--- src/rtl/prog_loader.sv ---
// Boot loader for the nRisc system: receives a framed byte stream, fills instruction
// and data memory, and holds the core in reset until the frame checksum verifies.
module prog_loader #(
  parameter int DATA_WIDTH = 8,
  parameter int ADDR_WIDTH = 8,
  parameter int IMEM_BASE  = 0,
  parameter int DMEM_BASE  = 0
) (
  input  logic                  Clock,
  input  logic                  Reset,
  input  logic                  Restart,
  input  logic [DATA_WIDTH-1:0] InByte,
  input  logic                  InValid,
  output logic                  InReady,
  output logic [ADDR_WIDTH-1:0] IMemAddr,
  output logic [DATA_WIDTH-1:0] IMemData,
  output logic                  IMemWrite,
  output logic [ADDR_WIDTH-1:0] DMemAddr,
  output logic [DATA_WIDTH-1:0] DMemData,
  output logic                  DMemWrite,
  output logic                  CpuReset,
  output logic                  Done,
  output logic                  Error
);

  typedef enum logic [2:0] {
    S_ICOUNT,
    S_IDATA,
    S_DCOUNT,
    S_DDATA,
    S_CHECK,
    S_DONE,
    S_ERROR
  } state_t;

  localparam logic [ADDR_WIDTH-1:0] IBASE = ADDR_WIDTH'(IMEM_BASE);
  localparam logic [ADDR_WIDTH-1:0] DBASE = ADDR_WIDTH'(DMEM_BASE);

  state_t                  state_q, state_d;
  logic [7:0]              index_q, index_d;
  logic [DATA_WIDTH-1:0]   count_q, count_d;
  logic [DATA_WIDTH-1:0]   sum_q, sum_d;
  logic                    in_ready_q, in_ready_d;
  logic [ADDR_WIDTH-1:0]   imem_addr_q, imem_addr_d;
  logic [DATA_WIDTH-1:0]   imem_data_q, imem_data_d;
  logic                    imem_write_q, imem_write_d;
  logic [ADDR_WIDTH-1:0]   dmem_addr_q, dmem_addr_d;
  logic [DATA_WIDTH-1:0]   dmem_data_q, dmem_data_d;
  logic                    dmem_write_q, dmem_write_d;
  logic                    cpu_reset_q, cpu_reset_d;
  logic                    done_q, done_d;
  logic                    error_q, error_d;

  logic                    accept;
  logic [7:0]              index_inc;
  logic                    last_byte;
  logic [DATA_WIDTH-1:0]   sum_next;

  // Base + index, wrapping silently at the top of the address space.
  function automatic logic [ADDR_WIDTH-1:0] wrap_addr(input logic [ADDR_WIDTH-1:0] base,
                                                      input logic [7:0] idx);
    return base + ADDR_WIDTH'(idx);
  endfunction

  assign accept    = InValid && in_ready_q;
  assign index_inc = index_q + 8'd1;
  assign last_byte = (index_inc == 8'(count_q));
  assign sum_next  = sum_q + InByte;

  always_comb begin
    state_d      = state_q;
    index_d      = index_q;
    count_d      = count_q;
    sum_d        = sum_q;
    imem_write_d = 1'b0;
    imem_addr_d  = imem_addr_q;
    imem_data_d  = imem_data_q;
    dmem_write_d = 1'b0;
    dmem_addr_d  = dmem_addr_q;
    dmem_data_d  = dmem_data_q;

    case (state_q)
      S_ICOUNT: if (accept) begin
        count_d = InByte;
        index_d = 8'd0;
        sum_d   = InByte;
        state_d = (InByte != '0) ? S_IDATA : S_DCOUNT;
      end
      S_IDATA: if (accept) begin
        imem_write_d = 1'b1;
        imem_addr_d  = wrap_addr(IBASE, index_q);
        imem_data_d  = InByte;
        sum_d        = sum_next;
        index_d      = index_inc;
        if (last_byte) state_d = S_DCOUNT;
      end
      S_DCOUNT: if (accept) begin
        count_d = InByte;
        index_d = 8'd0;
        sum_d   = sum_next;
        state_d = (InByte != '0) ? S_DDATA : S_CHECK;
      end
      S_DDATA: if (accept) begin
        dmem_write_d = 1'b1;
        dmem_addr_d  = wrap_addr(DBASE, index_q);
        dmem_data_d  = InByte;
        sum_d        = sum_next;
        index_d      = index_inc;
        if (last_byte) state_d = S_CHECK;
      end
      S_CHECK: if (accept) begin
        state_d = (InByte == sum_q) ? S_DONE : S_ERROR;
      end
      S_DONE, S_ERROR: if (Restart) begin
        state_d = S_ICOUNT;
      end
      default: state_d = S_ICOUNT;
    endcase
  end

  // Status outputs are decoded from the next state so they are registered alongside it.
  always_comb begin
    in_ready_d  = (state_d != S_DONE) && (state_d != S_ERROR);
    cpu_reset_d = (state_d != S_DONE);
    done_d      = (state_d == S_DONE);
    error_d     = (state_d == S_ERROR);
  end

  always_ff @(posedge Clock or posedge Reset) begin
    if (Reset) begin
      state_q      <= S_ICOUNT;
      index_q      <= 8'd0;
      count_q      <= '0;
      sum_q        <= '0;
      in_ready_q   <= 1'b1;
      imem_addr_q  <= '0;
      imem_data_q  <= '0;
      imem_write_q <= 1'b0;
      dmem_addr_q  <= '0;
      dmem_data_q  <= '0;
      dmem_write_q <= 1'b0;
      cpu_reset_q  <= 1'b1;
      done_q       <= 1'b0;
      error_q      <= 1'b0;
    end else begin
      state_q      <= state_d;
      index_q      <= index_d;
      count_q      <= count_d;
      sum_q        <= sum_d;
      in_ready_q   <= in_ready_d;
      imem_addr_q  <= imem_addr_d;
      imem_data_q  <= imem_data_d;
      imem_write_q <= imem_write_d;
      dmem_addr_q  <= dmem_addr_d;
      dmem_data_q  <= dmem_data_d;
      dmem_write_q <= dmem_write_d;
      cpu_reset_q  <= cpu_reset_d;
      done_q       <= done_d;
      error_q      <= error_d;
    end
  end

  assign InReady   = in_ready_q;
  assign IMemAddr  = imem_addr_q;
  assign IMemData  = imem_data_q;
  assign IMemWrite = imem_write_q;
  assign DMemAddr  = dmem_addr_q;
  assign DMemData  = dmem_data_q;
  assign DMemWrite = dmem_write_q;
  assign CpuReset  = cpu_reset_q;
  assign Done      = done_q;
  assign Error     = error_q;

endmodule

--- config.mk ---
export PLATFORM = sky130hd
export DESIGN_NAME = prog_loader
export DESIGN_NICKNAME = d
export VERILOG_FILES = /design/src/rtl/prog_loader.sv
export SDC_FILE = /design/constraint.sdc
export NUM_CORES = 1
export LEC_CHECK = 0
export CAP_MARGIN = 20
export CORE_UTILIZATION = 44
export DETAILED_ROUTE_END_ITERATION = 8
export PLACE_DENSITY = 0.67
export SLEW_MARGIN = 15
export SYNTH_ARGS = -nofsm -noshare
export SYNTH_HDL_FRONTEND = slang
export SYNTH_SLANG_ARGS = --single-unit
export TNS_END_PERCENT = 100
--- constraint.sdc ---
create_clock -name Clock -period 3.4 [get_ports Clock]
set_input_delay 1.02 -clock Clock [delete_from_list [all_inputs] [get_ports Clock]]
set_output_delay 1.02 -clock Clock [all_outputs]
set_load 0.01 [all_outputs]
Yosys cells after proc, flatten, opt, wreduce, memory -nomap -nowiden

Index checks and enable logic that the tools add are counted.
W data, S select, Z words.

Flip-flop bits (word level): 65
Bits in latches: 0
Memory bits (writable): 0
ROM bits: 0
Input bits: 12
Output and inout port bits: 38
Logic and storage cells: 68
Memories: 0

Add/subtract/negate cells: 2
Multipliers: 0
Divide/modulo/power cells: 0
$lt $le $gt $ge: 0
Eq/ne operators: 16
Shift operators: 0
Multiplexer cells: 21
Bitwise gates (word level): 0
Reductions and logical operators: 15

Operators by type and width:

| kind                  | number |
|---|---|
| $mux W8               | 4 |
| $pmux W8 S2           | 2 |
| $mux W3               | 9 |
| $pmux W3 S6           | 1 |
| $eq A8 B8 Y1          | 2 |
| $eq A3 B3 Y1 const B  | 5 |
| $add A8 B1 Y8 const B | 1 |
| $add A8 B8 Y8         | 1 |
| $reduce_bool A8 Y1    | 1 |
| $eq A3 B2 Y1 const B  | 2 |
| $ne A2 B1 Y1 const B  | 3 |
| $ne A3 B3 Y1 const B  | 2 |
| $reduce_and A2 Y1     | 3 |
| $reduce_and A3 Y1     | 2 |
| $reduce_or A2 Y1      | 3 |
| $mux W2               | 2 |
| $reduce_bool A2 Y1    | 2 |
| $eq A3 B1 Y1 const B  | 1 |
| $logic_not A3 Y1      | 1 |
| $mux W1               | 3 |
| $reduce_or A3 Y1      | 1 |
| $logic_and A1 B1 Y1   | 2 |
| $ne A2 B2 Y1 const B  | 1 |

Depth between registers and ports, before layout

Gate-level depths: netlist of the first run.

Depth after elaboration: 7
Depth in mapped cells: 9
Gate-level depth less buffers: 9

Least setup slack after synthesis of the first run

Ideal clock, no wire load.

Kind: input to register
Start point: input InByte[0]
End point: register state_q[1]
Library setup time: 124 ps
Data arrival time: 2,341 ps
Path slack: 935 ps
Stages on the path: 7
Path through: ha_1 > nor4_1 > nand4b_1 > nor3b_1 > o21ai_0 > nand2_1 > a211o_1

Word-level cells in the longest chain between the ends: 4
Elaborated cells on any way between the ends: 9
Those cells by class: eq/ne (1); mux (7); reduce/logical (1)

Ends and longest elaborated chain:

| item                                               | line         | RTL |
|---|---|---|
| start, declared                                    | 12           | `input logic [DATA_WIDTH-1:0] InByte,` |
| $eq A8 B8 Y1 or $reduce_bool A8 Y1 (tied branches) | 112, 87, 101 |  |
| $mux W2, or another cell as far along              | 112          | `state_d = (InByte == sum_q) ? S_DONE : S_ERROR;` |
| $mux W3 (on tied branches)                         | 111, 83, 97  |  |
| $pmux W3 S6 (*)                                    | 82           | `case (state_q)` |
| named net state_d[1]                               | 39           | `state_t state_q, state_d;` |
| end signal, assigned                               | 146          | `state_q <= state_d;` |
| end, declared                                      | 39           |  |

The timed path passes the listed nets; every way through them passes the cells marked *.
A chain may end at the register's enable or synchronous reset.

Final worst setup path of the first run

Start point: input InByte[1]
End point: register sum_q[6]

Word-level cells in the longest chain between the ends: 3

Ends and longest elaborated chain:

| item                 | line        | RTL |
|---|---|---|
| $add A8 B8 Y8        | 68          | `assign sum_next = sum_q + InByte;` |
| $mux W8              | 89, 97, 103 |  |
| $pmux W8 S2          | 82          |  |
| end signal, assigned | 149         | `sum_q <= sum_d;` |
| end, declared        | 42          | `logic [DATA_WIDTH-1:0] sum_q, sum_d;` |

Every way passes these cells. The select of a mux whose other input is x is not followed.

==> metrics.cfg, run 1 <==
[synth]
synth.cell_area_um2=3246
postSynthRegisterBits=65
mappedNetlistNets=313
synth_top_cells_by_count=dfrtp_1 (63), mux2_2 (38), nand2_1 (29)
synth-edff-count=0
synth.most_common_cell=dfrtp_1
synthesis.area_per_instance_um2=11.12
synth_largest_type_area_fraction_pct=48.57
synth.lib_cells_used.distinct=54
post_synthesis_sequential_area_ratio_pct=50.19
synthFlopType=dfrtp_1
synthesis.yosys.warnings=0
synth_area_leaders=dfrtp_1 (49%), mux2_2 (13%), nand2_1 (3.4%)
yosys.area.top_type=dfrtp_1
netlist_instances=292
async_reset_ff_share_pct=100.0

[clock_network]
cts_made_buffers=9
htree_depth=3
clock_pin_slew_reported_for_the_worst_setup_and_hold_paths_after_clock_tree_synthesis_ns=0.07
clock_tree.root_cell=clkbuf_8
cts_tree=built
worst_skew_pair.late_latency_ns=0.35
cts_sinks=65
postCtsResizedCells=0
post-cts-setup-buffer-count=0
clock_tree.buffer_depth=2
ctsHoldBuffers=0

[outcome]
run_status=finished, final reports clean

[placed_design]
placement.cell_area_um2=3892
gp_routability_congestion=0.8335
buffer_ports.inserted=49
dp_worst_setup_slack_ns=0.2151
half_perimeter_wire_length_after_placement_um=5031
placed_cells_incl_taps=436

[route]
drc_errors=0
via_count=2409
routed_wl_um=7134
first_iter_violations=151
wl_per_cell_um=15.78
drt_pass1_iterations=6
route.antenna.remaining_nets=0
viasPerCell=5.330

[global_routing]
grt-ovfl-total=0
grt_start_max_net_pins=39
grt_pass1_wl_um=11480
globalRouteTotalUtil_pct=20.29
grt_pass1_vias=2248
antenna_found_initial=0

[final_layout]
final_cells=452
stdcell_area_um2=4098
num_antenna_cells=0
num-nets-final=372
postLayoutCoreUtil_pct=59.01
final_layout_size_suffix_gt1_share_pct=22.75
growth_of_design_area_from_synthesis_to_finish_pct=26.25

[timing]
slew_margin_rel_pct=53.76
setup_repair_after_global_routing_missed_its_margin=false
skew_ns=0.009714
postLayoutSetupSlackWorst_ns=0.5610
layout_min_cycle_time_ns=2.839
hold_viol=0
worstMarginPinSlew_ns=0.6936
timing.fmax_mhz=352.2
fin_tns_setup_ns=0
hold_slack_ns=0.4919
layout_worst_path_cycle_share_pct=83.50
final_report_max_slew_violation_count=0
timing.final.setup_violations=0

[min_path]
hold_path.class=register to register

[critical_path]
crit_end=sum_q[6]
setup.worst_path.class=input port to register
crit-reg2reg-launch=index_q[0]
crit_cells=9
r2r_setup_slack_ns=1.09
path_cells=clkdlybuf4s50_1 -> inv_1 -> fa_1 -> nor2b_1 -> o21ai_0 -> a21boi_0 -> o21a_1 -> o211ai_1 -> nor2_1
cp_data_required_time_ns=3.67
worst-path-max-fanout=6
end_kind=register
critical_path.reg2reg.endpoint=state_q[1]
worst_path_max_delay_cell=clkdlybuf4s50_1
crit_buf_inv=2
timing.reg2reg.worst_path_depth=7
cp-startpoint=InByte[1]
cp_data_arrival_time_ns=3.11
category_of_the_worst_setup_path_launch_point=input port
critical_path_s_top_delay_family=compound AO/OA/AOI/OAI gates
slowest_cell_delay_on_critical_path_ns=0.58

[flow_run]
maxCapViolations=0

[pwr]
power.density_nw_per_um2=863.1
power.leakage_nw=1.756
post-layout-total-power_mw=3.537
ir_drop_mv=0.4067

[die]
fp.dieH_um=87.89
die-area_um2=7724
floorplan.die.width_um=87.89
floorplan.initialDensity_pct=46.74
design.portCount=50
cell_rows=30
core_um2=6944

## worst reg2reg max path, cell delays in order (launching register included)
cell and delay (ns):
dfrtp_1 0.51, ha_1 0.35, nand3_2 0.13, or2_1 0.29
xnor2_1 0.15, nor4b_2 0.34, a311oi_1 0.16, a211o_1 0.25
## sequential cells by signal (all words and copies together) (netlist names), 3 cells and up
| name | cells |
|---|---|
| index_q | 8 |
| DMemAddr | 8 |
| count_q | 8 |
| state_q | 3 |
| DMemData | 8 |
| IMemData | 8 |
| sum_q | 8 |
| IMemAddr | 8 |
## power breakdown
group          switching (mW)  internal [mW]  total (mW)  leakage [nW]
Clock                   0.303          0.376       0.679         0.109
Combinational           0.650          0.855        1.50         0.858
Sequential              0.269           1.08        1.35         0.789
Total                    1.22           2.31        3.54          1.76
## layout by cell type (no fill, tap or decap), types with 5 or more instances in the layout
cell,count
a21oi_1,8
buf_4,11
clkbuf_8,11
clkdlybuf4s50_1,49
dfrtp_1,63
ha_1,8
inv_1,12
mux2_2,38
nand2_1,29
nor2_1,10
nor2b_1,5
nor3_1,6
o21ai_0,19
o31ai_1,5
xnor2_1,10
## kinds of logic after synthesis
group | after synthesis | synth area share, %
adders and majority gates | 9 | 3.701
xor gates and xnor gates | 14 | 4.009
AOI/OAI and AO/OA | 54 | 10.49
muxes | 39 | 13.49
DFF | 65 | 50.19
buffers and inverters | 26 | 3.547
and+or+nand+nor | 85 | 14.57
## worst min-delay path by stage
stage	cells past startpoint	endpoint	slack (ns)	startpoint
floorplan	2	sum_q[2]	0.45	sum_q[2]
global placement	2	DMemData[1]	0.47	DMemData[1]
detailed placement	2	DMemAddr[4]	0.48	DMemAddr[4]
CTS	2	DMemAddr[4]	0.49	DMemAddr[4]
global route	2	DMemAddr[4]	0.52	DMemAddr[4]
finish	2	DMemAddr[4]	0.49	DMemAddr[4]
## area by class of cell
class,count,area (um2)
timing repair buffer,61,593.1
tap,96,120.1
fill,616,2846
multi-input combinational,201,1501
clock buffer,11,151.4
clock inverter,5,53.80
inverter,13,48.80
sequential,65,1629
## layer usage
metal,up-vias,track usage (%),routed length [um]
met1,1186,28.43,3400
met5,-,0,0
met2,60,30.51,3251
li1,1154,-,-
met4,0,8.197,112
met3,9,4.618,369
No activity file was read; power rests on OpenSTA's default activity.
==> run 2, diff against run 1 <==
- PLACE_DENSITY: 0.67 -> 0.7
- clock period: 3.4 -> 2.6 ns (I/O delays scaled with it)
==> run 2 against run 1 <==
Net effect: final cell count increased by 4.4%; clock power increased by 30%; sequential share of layout area decreased by 1.7 points; largest cell class unchanged; highest routed layer unchanged.
==> metrics.cfg, run 2 (synthesis gave the netlist of run 1 again) <==
[outcome]
run_status=finished, final reports clean  ; unchanged

[global_routing]
grt_pass1_wl_um=12520  ; was 11480 um
antenna_found_initial=0  ; unchanged
global_route.peak_usage_layer=met2  ; unchanged
grt_start_max_net_pins=66  ; was 39
grt_pass1_vias=2540  ; was 2248
grt.met3_usage_pct=5.467  ; was 4.618%
globalRouteTotalUtil_pct=21.82  ; was 20.29%
grt-ovfl-total=0  ; unchanged
groute.layer.met1.usage_pct=29.56  ; was 28.43%
grtUsageMet2_pct=33.83  ; was 30.51%

[route]
route.antenna.remaining_nets=0  ; unchanged
drc_errors=0  ; unchanged
viasPerCell=5.337  ; was 5.330
routed_wl_um=7651  ; was 7134 um
wl_per_cell_um=16.21  ; was 15.78 um
drt_pass1_iterations=4  ; was 6
via_count=2519  ; was 2409
first_iter_violations=138  ; was 151

[final_layout]
mostFrequentLayoutCell=dfrtp_1  ; unchanged
final_cell_mix=dfrtp_1 (63), clkdlybuf4s50_1 (49), mux2_2 (38)  ; unchanged
final_layout_size_suffix_gt1_share_pct=27.93  ; was 22.75%
growth_of_design_area_from_synthesis_to_finish_pct=31.77  ; was 26.25%
num_antenna_cells=0  ; unchanged
stdcell_area_um2=4277  ; was 4098 um2
num-nets-final=392  ; was 372
fillCellCount=579  ; was 616

[placed_design]
buffer_ports.inserted=49  ; unchanged
placement.cell_area_um2=4048  ; was 3892 um2
half_perimeter_wire_length_after_placement_um=5310  ; was 5031 um
gp_routability_congestion=0.8811  ; was 0.8335

[critical_path]
crit_buf_inv=1  ; was 2
critical_path_s_top_delay_family=simple AND/OR/NAND/NOR gates  ; was compound AO/OA/AOI/OAI gates
path_cells=clkdlybuf4s50_1 -> ha_1 -> nor4_2 -> nand4b_1 -> nor3b_1 -> o21ai_1 -> nand2_1 -> a211o_1  ; was clkdlybuf4s50_1 -> inv_1 -> fa_1 -> nor2b_1 -> o21ai_0 -> a21boi_0 -> o21a_1 -> o211ai_1 -> nor2_1
worst_path_max_delay_cell=clkdlybuf4s50_1  ; unchanged
setup.worst_path.class=input port to register  ; unchanged
cp_data_arrival_time_ns=2.74  ; was 3.11 ns
category_of_the_worst_setup_path_launch_point=input port  ; unchanged
end_kind=register  ; unchanged
slowest_cell_delay_on_critical_path_ns=0.47  ; was 0.58 ns
cp_data_required_time_ns=2.83  ; was 3.67 ns
worst-path-max-fanout=4  ; was 6

[timing]
fin_tns_setup_ns=0  ; unchanged
slew_margin_rel_pct=62.85  ; was 53.76%
timing.fmax_mhz=397.9
layout_min_cycle_time_ns=2.513
final_report_max_slew_violation_count=0  ; unchanged
timing.final.setup_violations=0  ; unchanged
worstMarginPinSlew_ns=0.5526  ; was 0.6936 ns
hold_viol=0  ; unchanged
layout_worst_path_cycle_share_pct=96.66
skew_ns=0.01150  ; was 0.009714 ns

[clock_network]
clock_pin_slew_reported_for_the_worst_setup_and_hold_paths_after_clock_tree_synthesis_ns=0.08  ; was 0.07 ns
clock_tree.buffer_depth=2  ; unchanged
clock_tree.root_cell=clkbuf_8  ; unchanged
cts_made_buffers=9  ; unchanged
htree_depth=3  ; unchanged
cts_sinks=65  ; unchanged
worst_skew_pair.late_latency_ns=0.35  ; about the same
cts_tree=built  ; unchanged

[pwr]
ir_drop_mv=0.7113  ; was 0.4067 mV
power_switching_share_pct=35.43  ; was 34.54%
netSwitchingPower_mw=1.709  ; was 1.222 mW
post-layout-total-power_mw=4.823  ; was 3.537 mW
power_frac_clock_pct=18.2  ; was 19.2%
share_comb_of_total_power_pct=45.4  ; was 42.5%
power.leakage_nw=1.842  ; was 1.756 nW
power.density_nw_per_um2=1128  ; was 863.1 nW/um2
sequentialPowerShare_pct=36.4  ; was 38.2%
power_report.internal_total_mw=3.114  ; was 2.315 mW

[die]
floorplan.die.width_um=87.89  ; unchanged
fp.dieH_um=87.89  ; unchanged
core_um2=6944  ; unchanged
floorplan.initialDensity_pct=46.74  ; unchanged
cell_rows=30  ; unchanged
die-area_um2=7724  ; unchanged
design.portCount=50  ; unchanged

[flow_run]
maxCapViolations=0  ; unchanged

[min_path]
hold_path.class=register to register  ; unchanged

[run 2: changes by cell type in the layout (fill, tap and decap cells not counted), sizes merged]
cell | previous run | this run
buf | 12 | 32
clkbuf | 11 | 10
inv | 13 | 14
clkinvlp | 0 | 3
clkinv | 4 | 1
[run 2: power groups by stage]
stage          clock network [mW]  registers, mW  logic (mW)
2_1_floorplan                   0           1.76        1.23
3_3_place_gp                    0           1.76        2.08
3_5_place_dp                    0           1.77        2.15
4_1_cts                     0.900           1.75        2.17
5_1_grt                     0.941           1.81        2.38
6_report                    0.880           1.75        2.19
[run 2: path summary, 6_finish.rpt]
path	startpoint	to	slack [ns]	cells after the start
max reg2reg	index_q[1]	state_q[1]	0.20	7
min	DMemData[1]	DMemData[1]	0.49	2
min reg2reg	DMemData[1]	DMemData[1]	0.49	2
max in group asynchronous	Reset	CpuReset	1.48	3
min in group asynchronous	Reset	sum_q[1]	0.82	3
max	InByte[1]	state_q[1]	0.09	8
[run 2: worst register-to-register path: cells and delay by family (launching register included)]
family                     cells  cell delay, ns
AOI/OAI and AO/OA              2            0.44
xor gates and xnor gates       1            0.18
adders and majority gates      1            0.35
DFF                            1            0.47
and+or+nand+nor                3            0.84
[run 2: area by class of cell]
type	count	area (um2)	area share (%)
clock buffer	10	137.6	3.218
clock inverter	6	66.31	1.551
inverter	13	48.80	1.141
multi-input combinational	201	1519	35.52
sequential	65	1629	38.09
tap	96	120.1	2.809
timing repair buffer	81	755.7	17.67
[run 2: what timing repair did]
item,4_1_cts,5_1_grt
hold buffers,0,0
pin swaps,0,4
endpoints found under the setup margin,1,4
cloned,0,0
setup buffers,0,1
gates resized for setup,1,7
[run 2: metal layers]
metal  routed length [um]  vias up
met5                    0        -
met4                  137        0
met3                  429       10
met2                 3587       79
met1                 3497     1238
li1                     -     1192
[run 2: through the flow]
stage / hold WS (ns) / setup slack, ns / util [%] / cells
6_report: 0.4913 / 0.08686 / 61.59 / 472
5_1_grt: 0.5214 / -0.01782 / 61.59 / 472
3_5_place_dp: 0.4757 / -0.4023 / 58.29 / 455
2_1_floorplan: 0.4538 / 0.1969 / - / 292
3_3_place_gp: 0.4612 / -0.3059 / 58.29 / 455
4_1_cts: 0.4978 / 0.01090 / 61.32 / 471
